File: config.mk
export PLATFORM = sky130hd
export DESIGN_NAME = regfile_wb_scheduler_flat
export DESIGN_NICKNAME = d
export VERILOG_FILES = /design/src/rtl/regfile_wb_scheduler_if.sv /design/src/rtl/regfile_wb_scheduler.sv /design/src/flat_wrapper.sv
export SDC_FILE = /design/constraint.sdc
export NUM_CORES = 1
export LEC_CHECK = 0
export CAP_MARGIN = 20
export CORE_MARGIN = 1
export CORE_UTILIZATION = 50
export DETAILED_ROUTE_END_ITERATION = 6
export PLACE_DENSITY = 0.76
export SLEW_MARGIN = 25
export SYNTH_ARGS = -nofsm -noshare
export SYNTH_HDL_FRONTEND = slang
export SYNTH_SLANG_ARGS = --single-unit
File: constraint.sdc
create_clock -name clk -period 19.2 [get_ports clk]
set_input_delay 2.88 -clock clk [delete_from_list [all_inputs] [get_ports clk]]
set_output_delay 2.88 -clock clk [all_outputs]
set_load 0.005 [all_outputs]
File: src/rtl/regfile_wb_scheduler_if.sv
// Bundles the writeback request bus, the register-file write port, and the
// decode issue/stall handshake of the writeback scheduler.
//
//   master : execution units + decode side (drives requests and issue info)
//   slave  : regfile_wb_scheduler (drives grants, write port, stall, debug)
//
// Request fields are packed per requester i:
//   req_rd[5i+4:5i], req_data[XLEN*i+XLEN-1:XLEN*i], req_valid[i], req_f[i]
interface regfile_wb_scheduler_if #(
   parameter int NREQ = 3,
   parameter int XLEN = 32
);
   // writeback requesters
   logic [NREQ-1:0]      req_valid;
   logic [NREQ-1:0]      req_ready;
   logic [5*NREQ-1:0]    req_rd;
   logic [NREQ-1:0]      req_f;
   logic [XLEN*NREQ-1:0] req_data;

   // register-file write port
   logic                 wb_we;
   logic [4:0]           wb_rd;
   logic                 wb_f;
   logic [XLEN-1:0]      wb_data;

   // decode issue / hazard interface
   logic                 iss_valid;
   logic                 iss_has_rd;
   logic [4:0]           iss_rd;
   logic                 iss_rd_f;
   logic [4:0]           iss_rs1;
   logic [4:0]           iss_rs2;
   logic                 iss_rs1_f;
   logic                 iss_rs2_f;
   logic                 iss_use_rs1;
   logic                 iss_use_rs2;
   logic                 stall;
   logic [5:0]           pending_cnt;

   modport master (
      output req_valid, req_rd, req_f, req_data,
      output iss_valid, iss_has_rd, iss_rd, iss_rd_f,
      output iss_rs1, iss_rs2, iss_rs1_f, iss_rs2_f, iss_use_rs1, iss_use_rs2,
      input  req_ready, wb_we, wb_rd, wb_f, wb_data, stall, pending_cnt
   );

   modport slave (
      input  req_valid, req_rd, req_f, req_data,
      input  iss_valid, iss_has_rd, iss_rd, iss_rd_f,
      input  iss_rs1, iss_rs2, iss_rs1_f, iss_rs2_f, iss_use_rs1, iss_use_rs2,
      output req_ready, wb_we, wb_rd, wb_f, wb_data, stall, pending_cnt
   );
endinterface

File: src/rtl/regfile_wb_scheduler.sv
// Register-file writeback scheduler.
//
// Arbitrates the single register-file write port among NREQ writeback
// sources with a round-robin arbiter, registers the winner onto the write
// port (one cycle latency), and tracks outstanding destination writes for
// the integer (x) and float (f) banks to raise the decode stall on RAW/WAW
// hazards.
//
// Ports:
//   clk  - clock
//   rst  - synchronous reset, active-high
//   bus  - regfile_wb_scheduler_if.slave: req_* (requesters), wb_* (register
//          file write port), iss_* / stall (decode), pending_cnt (debug)
//
// Optional feature macro: WB_SCOREBOARD_BYPASS_EN
//   Defined   : a register whose pending bit is cleared by this cycle's grant
//               is already treated as not busy.
//   Undefined : it stays busy until the cycle after the clear.
module regfile_wb_scheduler #(
   parameter int NREQ = 3,
   parameter int XLEN = 32
) (
   input logic                   clk,
   input logic                   rst,
   regfile_wb_scheduler_if.slave bus
);
   localparam int PW = (NREQ > 1) ? $clog2(NREQ) : 1;

   // per-requester views of the packed request bus
   logic [4:0]      rd_arr   [NREQ];
   logic [XLEN-1:0] data_arr [NREQ];

   generate
      for (genvar gi = 0; gi < NREQ; gi++) begin : g_unpack
         assign rd_arr[gi]   = bus.req_rd[5*gi +: 5];
         assign data_arr[gi] = bus.req_data[XLEN*gi +: XLEN];
      end
   endgenerate

   // state
   logic [PW-1:0]   rr_ptr_reg;
   logic [PW-1:0]   rr_ptr_next;
   logic [31:0]     sb_x_reg;
   logic [31:0]     sb_x_next;
   logic [31:0]     sb_f_reg;
   logic [31:0]     sb_f_next;
   logic [5:0]      pending_cnt_reg;
   logic [5:0]      pending_cnt_next;
   logic            wb_we_reg;
   logic [4:0]      wb_rd_reg;
   logic            wb_f_reg;
   logic [XLEN-1:0] wb_data_reg;

   // arbitration
   logic            gnt_any;
   logic [PW-1:0]   gnt_idx;
   logic [NREQ-1:0] gnt_vec;
   logic [4:0]      win_rd;
   logic            win_f;

   // scoreboard update / hazard lookup
   logic [31:0]     clr_x;
   logic [31:0]     clr_f;
   logic [31:0]     set_x;
   logic [31:0]     set_f;
   logic [31:0]     busy_x;
   logic [31:0]     busy_f;
   logic            rs1_busy;
   logic            rs2_busy;
   logic            rd_busy;
   logic            stall_int;
   logic            accept;

   function automatic logic [5:0] popcnt32(input logic [31:0] v);
      logic [5:0] c;
      c = '0;
      for (int i = 0; i < 32; i++) begin
         c = c + {5'd0, v[i]};
      end
      return c;
   endfunction

   // Round-robin search starting at rr_ptr_reg. No grants are issued while
   // reset is asserted so nothing in flight survives a reset.
   always_comb begin
      int          idx;
      logic [PW-1:0] cand;
      gnt_any = 1'b0;
      gnt_idx = '0;
      gnt_vec = '0;
      idx     = 0;
      cand    = '0;
      for (int k = 0; k < NREQ; k++) begin
         idx = int'(rr_ptr_reg) + k;
         if (idx >= NREQ) begin
            idx = idx - NREQ;
         end
         cand = PW'(idx);
         if (!gnt_any && bus.req_valid[cand]) begin
            gnt_any = 1'b1;
            gnt_idx = cand;
         end
      end
      if (rst) begin
         gnt_any = 1'b0;
      end
      if (gnt_any) begin
         gnt_vec[gnt_idx] = 1'b1;
      end
   end

   assign win_rd = rd_arr[gnt_idx];
   assign win_f  = bus.req_f[gnt_idx];

   always_comb begin
      rr_ptr_next = rr_ptr_reg;
      if (gnt_any) begin
         rr_ptr_next = (gnt_idx == PW'(NREQ - 1)) ? '0 : gnt_idx + 1'b1;
      end
   end

   // Scoreboard clear from the grant, hazard lookup, and set from issue.
   always_comb begin
      clr_x = '0;
      clr_f = '0;
      if (gnt_any) begin
         if (win_f) begin
            clr_f[win_rd] = 1'b1;
         end else begin
            clr_x[win_rd] = 1'b1;
         end
      end

`ifdef WB_SCOREBOARD_BYPASS_EN
      // The grant's write lands before the consumer reads, so a bit being
      // cleared now no longer blocks issue.
      busy_x = sb_x_reg & ~clr_x;
      busy_f = sb_f_reg & ~clr_f;
`else
      busy_x = sb_x_reg;
      busy_f = sb_f_reg;
`endif
      busy_x[0] = 1'b0;   // x0 is hardwired, never a hazard

      rs1_busy  = bus.iss_rs1_f ? busy_f[bus.iss_rs1] : busy_x[bus.iss_rs1];
      rs2_busy  = bus.iss_rs2_f ? busy_f[bus.iss_rs2] : busy_x[bus.iss_rs2];
      rd_busy   = bus.iss_rd_f  ? busy_f[bus.iss_rd]  : busy_x[bus.iss_rd];

      stall_int = bus.iss_valid & ((bus.iss_use_rs1 & rs1_busy) |
                                   (bus.iss_use_rs2 & rs2_busy) |
                                   (bus.iss_has_rd  & rd_busy));
      accept    = bus.iss_valid & ~stall_int & bus.iss_has_rd & ~rst;

      set_x = '0;
      set_f = '0;
      if (accept) begin
         if (bus.iss_rd_f) begin
            set_f[bus.iss_rd] = 1'b1;
         end else if (bus.iss_rd != 5'd0) begin
            set_x[bus.iss_rd] = 1'b1;
         end
      end

      // set applied after clear so a same-cycle set wins
      sb_x_next        = (sb_x_reg & ~clr_x) | set_x;
      sb_f_next        = (sb_f_reg & ~clr_f) | set_f;
      pending_cnt_next = popcnt32(sb_x_next) + popcnt32(sb_f_next);
   end

   always_ff @(posedge clk) begin
      if (rst) begin
         rr_ptr_reg      <= '0;
         sb_x_reg        <= '0;
         sb_f_reg        <= '0;
         pending_cnt_reg <= '0;
         wb_we_reg       <= 1'b0;
         wb_rd_reg       <= '0;
         wb_f_reg        <= 1'b0;
         wb_data_reg     <= '0;
      end else begin
         rr_ptr_reg      <= rr_ptr_next;
         sb_x_reg        <= sb_x_next;
         sb_f_reg        <= sb_f_next;
         pending_cnt_reg <= pending_cnt_next;
         wb_we_reg       <= gnt_any;
         if (gnt_any) begin
            wb_rd_reg   <= win_rd;
            wb_f_reg    <= win_f;
            wb_data_reg <= data_arr[gnt_idx];
         end
      end
   end

   // Write enable is masked during reset so a grant registered just before
   // reset never reaches the register file.
   assign bus.req_ready   = gnt_vec;
   assign bus.wb_we       = wb_we_reg & ~rst;
   assign bus.wb_rd       = wb_rd_reg;
   assign bus.wb_f        = wb_f_reg;
   assign bus.wb_data     = wb_data_reg;
   assign bus.stall       = stall_int;
   assign bus.pending_cnt = pending_cnt_reg;
endmodule

File: src/flat_wrapper.sv
// flat-port wrapper written by rule: the top's interface ports become plain ports
module regfile_wb_scheduler_flat 
#(
   parameter int NREQ = 3,
   parameter int XLEN = 32
)
  (clk, rst, bus_req_valid, bus_req_rd, bus_req_f, bus_req_data, bus_iss_valid, bus_iss_has_rd, bus_iss_rd, bus_iss_rd_f, bus_iss_rs1, bus_iss_rs2, bus_iss_rs1_f, bus_iss_rs2_f, bus_iss_use_rs1, bus_iss_use_rs2, bus_req_ready, bus_wb_we, bus_wb_rd, bus_wb_f, bus_wb_data, bus_stall, bus_pending_cnt);
  regfile_wb_scheduler_if #(.NREQ(NREQ), .XLEN(XLEN)) bus_i ();
  input logic clk;
  input logic rst;
  input wire logic [$bits(bus_i.req_valid)-1:0] bus_req_valid;
  input wire logic [$bits(bus_i.req_rd)-1:0] bus_req_rd;
  input wire logic [$bits(bus_i.req_f)-1:0] bus_req_f;
  input wire logic [$bits(bus_i.req_data)-1:0] bus_req_data;
  input wire logic [$bits(bus_i.iss_valid)-1:0] bus_iss_valid;
  input wire logic [$bits(bus_i.iss_has_rd)-1:0] bus_iss_has_rd;
  input wire logic [$bits(bus_i.iss_rd)-1:0] bus_iss_rd;
  input wire logic [$bits(bus_i.iss_rd_f)-1:0] bus_iss_rd_f;
  input wire logic [$bits(bus_i.iss_rs1)-1:0] bus_iss_rs1;
  input wire logic [$bits(bus_i.iss_rs2)-1:0] bus_iss_rs2;
  input wire logic [$bits(bus_i.iss_rs1_f)-1:0] bus_iss_rs1_f;
  input wire logic [$bits(bus_i.iss_rs2_f)-1:0] bus_iss_rs2_f;
  input wire logic [$bits(bus_i.iss_use_rs1)-1:0] bus_iss_use_rs1;
  input wire logic [$bits(bus_i.iss_use_rs2)-1:0] bus_iss_use_rs2;
  output wire logic [$bits(bus_i.req_ready)-1:0] bus_req_ready;
  output wire logic [$bits(bus_i.wb_we)-1:0] bus_wb_we;
  output wire logic [$bits(bus_i.wb_rd)-1:0] bus_wb_rd;
  output wire logic [$bits(bus_i.wb_f)-1:0] bus_wb_f;
  output wire logic [$bits(bus_i.wb_data)-1:0] bus_wb_data;
  output wire logic [$bits(bus_i.stall)-1:0] bus_stall;
  output wire logic [$bits(bus_i.pending_cnt)-1:0] bus_pending_cnt;
  assign bus_i.req_valid = bus_req_valid;
  assign bus_i.req_rd = bus_req_rd;
  assign bus_i.req_f = bus_req_f;
  assign bus_i.req_data = bus_req_data;
  assign bus_i.iss_valid = bus_iss_valid;
  assign bus_i.iss_has_rd = bus_iss_has_rd;
  assign bus_i.iss_rd = bus_iss_rd;
  assign bus_i.iss_rd_f = bus_iss_rd_f;
  assign bus_i.iss_rs1 = bus_iss_rs1;
  assign bus_i.iss_rs2 = bus_iss_rs2;
  assign bus_i.iss_rs1_f = bus_iss_rs1_f;
  assign bus_i.iss_rs2_f = bus_iss_rs2_f;
  assign bus_i.iss_use_rs1 = bus_iss_use_rs1;
  assign bus_i.iss_use_rs2 = bus_iss_use_rs2;
  assign bus_req_ready = bus_i.req_ready;
  assign bus_wb_we = bus_i.wb_we;
  assign bus_wb_rd = bus_i.wb_rd;
  assign bus_wb_f = bus_i.wb_f;
  assign bus_wb_data = bus_i.wb_data;
  assign bus_stall = bus_i.stall;
  assign bus_pending_cnt = bus_i.pending_cnt;
  regfile_wb_scheduler #(.NREQ(NREQ), .XLEN(XLEN)) u_core (.clk(clk), .rst(rst), .bus(bus_i));
endmodule
==> out/qor.yml, run 1 <==
tns_ns: 0
num-fill-cells: 1414
yosysUniqueCellTypes: 63
maxSlewViolCount: 0
synth-edff-count: 0
insertion_delay_ns: 0.36
layout-drive-gt1-share_pct: 8.516
endpoint_kind: "flip-flop"
leakagePower_nw: 4.540
async_reset_ff_share_pct: 0
route.detailed.drc: 0
final.min_clock_period_ns: 12.10
cp_common_cell: "fa_1"
max_cap_viol_count: 0
setup_ws_ns: 7.101
cp-start-kind: "input port"
grt_setup_unrepaired: "no"
core_mm2: 0.01748
cts_tree: "done"
rr_startpoint: "u_core.rr_ptr_reg[1]"
die_x_um: 136.3
antenna_left: 0
ys.flop_type: "dfxtp_1"
hold_buffers: 0
diodes: 0
first_global_vias: 8363
crit_family: "adder cells"
postCtsSetupRepairBufs: 0
skew_ns: 0.01298
r2r-end: "u_core.bus.pending_cnt[5]"
fp-row-count: 48
min_period_over_period_pct: 63.01
cts_made_buffers: 9
relSlewSlack_pct: 31.25
vias_per_cell: 6.235
start_util_pct: 51.58
crit_type: "in2reg"
power_w: 0.001020
ys.warnings.count: 0
cp_max_fo: 75
cp.arrival_ns: 12.31
tightest_slew_ns: 1.031
layout_common_cells: "clkdlybuf4s50_1, dfxtp_1, a21oi_1, nor2_1, inv_1"
first_iter_violations: 779
reg2reg_depth: 30
dp_hpwl_um: 21910
io_pins: 190
first_pass_iters: 5
irDropWorstVdd_v: 0.0001397
multi_input_area_mm2: 0.006187
routed_wl_um: 28690
synth_nets: 1220
hp-class: "reg2reg"
endpoint: "u_core.bus.pending_cnt[5]"
ys_seq_area_share_pct: 24.65
groute.usage.overall_pct: 32.44
synth_seq_cells: 111
syn_area_per_cell_um2: 8.996
die_h_um: 136.3
final_common_cell: "clkdlybuf4s50_1"
clkSinkCount: 111
regToRegSetupSlack_ns: 9.28
crit_start: "bus_req_valid[1]"
grt_first_pass_wirelength_um: 45550
preCtsSetupSlack_ns: 6.578
port_buffers: 189
cts_max_level: 3
nNetsFinal: 1352
cp_num_cells: 29
syn_area_mm2: 0.009014
powerDensity_mw_per_mm2: 91.01
final-setup-viol-count: 0
die_area_mm2: 0.01857
cts_root_buf: "clkbuf_16"
status: "finished clean"
cts_resized: 0
max_stage_delay_ns: 0.64
gp_congestion: 0.9903
syn_to_final_growth_pct: 24.32
grt_max_degree: 97
synthCells: 1002
cp.required_ns: 19.41
overflow: 0
antenna_found_initial: 0
hold_violations: 0
worst_path_max_delay_cell: "a21o_4"
seq_area_mm2: 0.002222
clkTransAtPathRegs_ns: 0.08
max_freq_ghz: 0.08265
crit_buf_inv: 5
cts_max_path_buffers: 2
avgRoutedWirePerCell_um: 21.03
vias: 8505
## worst reg2reg max path, delay by kind of cell (launching register included)
| family | cells | cell delay (ns) |
|---|---|---|
| fa+ha+maj | 11 | 4.97 |
| compound gates | 8 | 2.51 |
| simple gates | 3 | 0.80 |
| mux | 2 | 0.65 |
| flops | 1 | 0.35 |
| buf+inv | 5 | 0.34 |
| xor+xnor | 1 | 0.15 |
## Yosys cell counts (all sizes together) (35+ instances only)
| cell | instances | area share (%) |
|---|---|---|
| o21ai | 72 | 4.0 |
| mux4 | 47 | 12 |
| a21oi | 104 | 5.8 |
| nor2 | 98 | 4.1 |
| fa | 54 | 12 |
| a211oi | 38 | 3.2 |
| dfxtp | 111 | 25 |
| nand3 | 58 | 3.2 |
| clkbuf | 42 | 1.7 |
| nand2 | 39 | 1.6 |
| inv | 68 | 2.8 |
| and2 | 35 | 2.4 |
| mux2i | 62 | 6.9 |
## layer usage
metal | vias to the layer above | GRT usage [%] | routed length, µm
li1 | 3859 | - | -
met1 | 4018 | 42.28 | 11280
met2 | 532 | 52.00 | 13390
met3 | 96 | 7.084 | 3025
met4 | 0 | 13.33 | 992
met5 | - | 0 | 0
## logic make-up after synthesis
group | share of synthesized area, %
muxes | 19.59
and+or+nand+nor | 16.52
xor gates and xnor gates | 0.4859
buffers and inverters | 6.802
AOI/OAI and AO/OA | 16.77
adders and majority gates | 15.19
DFF | 24.65
## through the flow
step	utilization, %	instances	hold slack (ns)	instance area (µm²)
3_5_place_dp	62.34	1348	0.4744	10900
3_3_place_gp	62.34	1348	0.4651	10900
6_report	64.12	1364	0.4920	11210
2_1_floorplan	-	1002	0.4723	9014
4_1_cts	64.18	1364	0.4953	11220
5_1_grt	64.12	1364	0.5320	11210
## area by class of cell
cell class                      instances  share of cell area (%)
Inverter                               68                   2.278
Sequential cell                       111                   19.83
Tap cell                              225                   2.512
Multi-Input combinational cell        747                   55.21
Clock inverter                          6                  0.7258
Clock buffer                           10                   2.133
Timing Repair Buffer                  197                   17.31
## how the worst min path moves through the flow
stage                     slack, ns                    from                     end  cells after the start
after CTS                      0.50  u_core.bus.wb_data[20]  u_core.bus.wb_data[20]                      2
after detailed placement       0.47  u_core.bus.wb_data[20]  u_core.bus.wb_data[20]                      2
after global routing           0.53   u_core.bus.wb_data[9]   u_core.bus.wb_data[9]                      2
after floorplan                0.47       u_core.busy_f[13]       u_core.busy_f[13]                      2
final                          0.49  u_core.bus.wb_data[20]  u_core.bus.wb_data[20]                      2
after global placement         0.47     u_core.bus.wb_rd[3]     u_core.bus.wb_rd[3]                      2
## power breakdown
group          switching (W)  total (W)  internal [W]
clock network      0.0000980   0.000207      0.000109
logic               0.000308   0.000530      0.000222
registers          0.0000181   0.000283      0.000265
total               0.000424    0.00102      0.000596
Note: power is estimated with default switching activity, not from simulation.
==> run 2, diff against run 1 <==
Settings changed: CORE_UTILIZATION 50 to 48.
Clock period 19.2 ns to 10.6 ns, I/O delays scaled along.
==> run 2 against run 1 <==
  * The flow now finishes with violations (design-rule violations)
  * Largest power group unchanged
  * Sequential share of layout area fell by 0.47 points
  * Worst hold slack barely moved
  * Via count fell by 0.72%
  * Utilization fell by 1.1 points
  * Total power rose by 84%
  * Combinational power rose by 88%
  * Global-route usage fell by 1.9 points
  * Non-clock buffer count rose by 25
  * Routed wire length fell by 0.69%
  * Critical path type unchanged
  * Count of clock-buffer cells in the layout did not move
  * Setup slack got worse by 6.6 ns
  * Highest routed layer unchanged
==> out/qor.yml, run 2 (synthesized netlist as in run 1, its figures left out) <==
status: "finished with violations"
violations: "design-rule violations"
cts_root_buf: "clkbuf_16"
crit_type: "in2reg"
tns_ns: 0
cp.arrival_ns: 10.32
relSlewSlack_pct: 47.61
maxSlewViolCount: 0
dp_hpwl_um: 22080
final_common_cell: "clkdlybuf4s50_1"
clkSinkCount: 111
preCtsSetupSlack_ns: 0.1507
nNetsFinal: 1377
final_util_pct: 63.03
final.min_clock_period_ns: 10.10
clkTransAtPathRegs_ns: 0.08
grt_first_pass_wirelength_um: 46090
max_freq_ghz: 0.09902
routed_wl_um: 28490
worst_path_max_delay_cell: "o221ai_1"
cts_tree: "done"
tightest_slew_ns: 0.7858
grt_setup_unrepaired: "no"
cp.required_ns: 10.82
syn_to_final_growth_pct: 27.33
max_cap_viol_count: 0
reg2reg_depth: 30
die_h_um: 139.0
max_stage_delay_ns: 0.61
postCtsSetupRepairBufs: 0
cts_made_buffers: 9
antenna_found_initial: 0
cts_max_path_buffers: 2
skew_ns: 0.01422
setup_ws_ns: 0.5013
route.detailed.drc: 3
rr_startpoint: "u_core.rr_ptr_reg[0]"
core_mm2: 0.01821
first_iter_violations: 1014
antenna_left: 0
irDropWorstVdd_v: 0.0001496
start_util_pct: 49.50
r2r-end: "u_core.bus.pending_cnt[5]"
overflow: 0
vias_per_cell: 6.062
vias: 8444
cts_resized: 0
first_global_vias: 8464
gp_congestion: 0.9301
powerDensity_mw_per_mm2: 163.9
die_x_um: 139.0
final-setup-viol-count: 0
power_w: 0.001881
cts_max_level: 3
insertion_delay_ns: 0.36
cp_common_cell: "fa_1"
cp-start-kind: "input port"
layout-drive-gt1-share_pct: 10.31
hold_violations: 0
hp-class: "reg2reg"
hold_buffers: 0
min_period_over_period_pct: 95.27
leakagePower_nw: 4.679
crit_start: "bus_req_valid[1]"
regToRegSetupSlack_ns: 1.21
avgRoutedWirePerCell_um: 20.45
fp-row-count: 49
io_pins: 190
endpoint: "u_core.bus.pending_cnt[5]"
first_pass_iters: 7
cp_max_fo: 9
grt_max_degree: 102
die_area_mm2: 0.01933
endpoint_kind: "flip-flop"
port_buffers: 189
layout_common_cells: "clkdlybuf4s50_1, dfxtp_1, a21oi_1, nor2_1, inv_1"
diodes: 0
groute.usage.overall_pct: 30.53
## run 2: through the flow
| step | hold WS [ns] | instances | instance area, µm² |
|---|---|---|---|
| CTS | 0.4977 | 1393 | 11470 |
| global route | 0.5222 | 1393 | 11480 |
| finish | 0.4925 | 1393 | 11480 |
| global placement | 0.4645 | 1377 | 11150 |
| detailed placement | 0.4786 | 1377 | 11150 |
| floorplan | 0.4723 | 1002 | 9014 |
## run 2: per-layer routing
layer  share of wire [%]  global-route usage [%]
met1                  39                   40.09
met2                  46                   48.48
met3                  10                   7.251
met4                 4.3                   12.46
met5                   0                       0
## run 2: where the power goes
part,total (W),switching (W),internal [W]
logic,0.000998,0.000573,0.000425
clock network,0.000369,0.000173,0.000196
registers,0.000514,0.0000336,0.000480
total,0.00188,0.000779,0.00110
## run 2: worst min-delay path by stage
stage                            from                endpoint  slack, ns  cells after the start
5_1_grt           u_core.bus.wb_rd[3]     u_core.bus.wb_rd[3]       0.52                      2
3_3_place_gp      u_core.bus.wb_rd[3]     u_core.bus.wb_rd[3]       0.46                      2
6_report          u_core.bus.wb_rd[3]     u_core.bus.wb_rd[3]       0.49                      2
3_5_place_dp   u_core.bus.wb_data[11]  u_core.bus.wb_data[11]       0.48                      2
2_1_floorplan       u_core.busy_f[13]       u_core.busy_f[13]       0.47                      2
4_1_cts           u_core.bus.wb_rd[3]     u_core.bus.wb_rd[3]       0.50                      2
## run 2: final cells by class
cell class | instances | area [µm²]
repair buffers | 222 | 2203
inverters | 68 | 255.2
flip-flops and latches | 111 | 2222
multi-input cells | 747 | 6187
clock inverters | 6 | 83.83
fillers | 1549 | 6731
well taps | 229 | 286.5
clock buffers | 10 | 239.0
## run 2: critical path: cells and delay by family
kind / cells / cell delay [ns]
AO/OA/AOI/OAI: 7 / 2.21
XOR/XNOR: 1 / 0.13
adder cells (fa/ha/maj): 9 / 4.15
buffers and inverters: 6 / 0.81
multiplexers: 2 / 0.42
AND/OR/NAND/NOR: 4 / 0.98
==> run 3, diff against run 2 <==
Settings changed: REMOVE_ABC_BUFFERS set to 1.
==> run 3 against run 2 <==
  * Sequential power barely moved
  * First-iteration DRC count fell by 27%
  * Combinational power fell by 0.5%
  * Register-to-register slack got worse by 0.06 ns
  * The flow still finishes with violations (design-rule violations)
  * Fmax fell by 1.1%
  * Critical path depth rose by 2
  * Sequential share of layout area rose by 0.057 points
  * Die area did not move
  * Clock skew fell by 0.0063 ns
  * Total power fell by 0.74%
  * Routed wire length barely moved
  * Via count rose by 0.23%
==> out/qor.yml, run 3 (synthesized netlist as in run 1, its figures left out) <==
route.detailed.drc: 5
antenna_left: 0
final_common_cell: "clkdlybuf4s50_1"
diodes: 0
final_util_pct: 62.85
rr_startpoint: "u_core.rr_ptr_reg[0]"
cts_max_path_buffers: 2
final.min_clock_period_ns: 10.21
clkSinkCount: 111
first_global_vias: 8253
max_freq_ghz: 0.09792
seq_power_share_pct: 27.5
gp_congestion: 0.9555
io_pins: 190
cts_root_buf: "clkbuf_16"
tightest_slew_ns: 1.004
avgRoutedWirePerCell_um: 20.48
max_stage_delay_ns: 0.71
cts_max_level: 3
vias: 8463
endpoint_kind: "flip-flop"
routed_wl_um: 28510
cts_resized: 0
grt_max_degree: 76
hold_path.startpoint: "u_core.bus.wb_data[4]"
reg2reg_depth: 30
hp-class: "reg2reg"
start_util_pct: 49.50
die_x_um: 139.0
leakagePower_nw: 4.662
p_int_w: 0.001092
final-setup-viol-count: 0
syn_to_final_growth_pct: 26.96
clkTransAtPathRegs_ns: 0.08
antenna_found_initial: 0
insertion_delay_ns: 0.36
port_buffers: 189
violations: "design-rule violations"
cp.required_ns: 10.83
skew_ns: 0.007911
first_pass_iters: 7
min_path_cells: 2
combPwrFrac_pct: 53.2
preCtsSetupSlack_ns: 0.04935
p_clk_share_pct: 19.3
hold_buffers: 0
cp.arrival_ns: 10.44
p_sw_w: 0.0007745
hold_ws_ns: 0.4896
overflow: 0
grt_setup_unrepaired: "no"
max_cap_viol_count: 0
cp-start-kind: "input port"
postCtsSetupRepairBufs: 0
cts_tree: "done"
irDropWorstVdd_v: 0.0001586
groute.usage.overall_pct: 29.80
status: "finished with violations"
fin_area_mm2: 0.01144
hold_end: "u_core.bus.wb_data[4]"
crit_type: "in2reg"
cp_common_cell: "fa_1"
r2r-end: "u_core.bus.pending_cnt[5]"
powerDensity_mw_per_mm2: 163.1
dp_hpwl_um: 22100
cp_max_fo: 47
fp-row-count: 49
core_mm2: 0.01821
vias_per_cell: 6.080
hold_violations: 0
layout-drive-gt1-share_pct: 10.23
nNetsFinal: 1376
grt_first_pass_wirelength_um: 44400
relSlewSlack_pct: 32.84
first_iter_violations: 744
layout_common_cells: "clkdlybuf4s50_1, dfxtp_1, a21oi_1, nor2_1, inv_1"
setup_ws_ns: 0.3880
worst_path_max_delay_cell: "clkdlybuf4s50_1"
cts_made_buffers: 9
p_sw_share_pct: 41.49
placed_area_mm2: 0.01113
maxSlewViolCount: 0
die_h_um: 139.0
die_area_mm2: 0.01933
power_w: 0.001867
regToRegSetupSlack_ns: 1.15
min_period_over_period_pct: 96.34
## run 3: cell count changes in the layout (fill, tap and decap cells not counted)
| cell | previous run | this run |
|---|---|---|
| buf_12 | 5 | 4 |
| buf_4 | 28 | 29 |
| buf_6 | 1 | 0 |
| clkbuf_8 | 1 | 0 |
| clkinv_2 | 0 | 1 |
| clkinvlp_4 | 0 | 1 |
| inv_6 | 3 | 2 |
## run 3: routing by layer
layer	track usage (%)	up-vias	routed length [µm]
met3	6.975	75	2885
met1	37.66	4020	11020
li1	-	3896	-
met2	48.38	472	13500
met5	0	-	0
met4	13.80	0	1107
## run 3: worst max-delay path: cells and delay by family
family / cells / cell delay (ns)
AO/OA/AOI/OAI: 6 / 0.96
AND/OR/NAND/NOR: 5 / 1.16
XOR/XNOR: 1 / 0.14
buffers and inverters: 8 / 1.47
adder cells (fa/ha/maj): 9 / 4.48
multiplexers: 2 / 0.59
## run 3: worst max path at each step
stage / startpoint / end / cells after the start
after floorplan: bus_req_valid[0] / u_core.bus.pending_cnt[5] / 27
after global placement: bus_iss_rd[0] / u_core.bus.pending_cnt[5] / 31
after detailed placement: bus_iss_rd[1] / u_core.bus.pending_cnt[5] / 31
after CTS: bus_iss_rd[1] / u_core.bus.pending_cnt[5] / 31
after global routing: bus_req_valid[1] / u_core.bus.pending_cnt[5] / 29
final: bus_iss_rd[1] / u_core.bus.pending_cnt[5] / 31
## run 3: stage by stage
stage          setup TNS, ns  instances
2_1_floorplan         -10.71        926
3_3_place_gp               0       1376
3_5_place_dp               0       1376
4_1_cts                    0       1392
5_1_grt                    0       1392
6_report                   0       1392
## run 3: layout make-up
type / instances / area (µm²)
fillers: 1527 / 6765
multi-input cells: 747 / 6187
inverters: 68 / 255.2
well taps: 229 / 286.5
repair buffers: 221 / 2180
clock buffers: 9 / 225.2
flip-flops and latches: 111 / 2222
clock inverters: 7 / 87.58
## run 3: power groups by stage
stage | Sequential [W] | Clock, W | Combinational (W)
after detailed placement | 0.000521 | 0 | 0.000988
final | 0.000513 | 0.000360 | 0.000993
after global routing | 0.000520 | 0.000383 | 0.00108
after CTS | 0.000513 | 0.000363 | 0.000991
after floorplan | 0.000524 | 0 | 0.000579
after global placement | 0.000520 | 0 | 0.000979
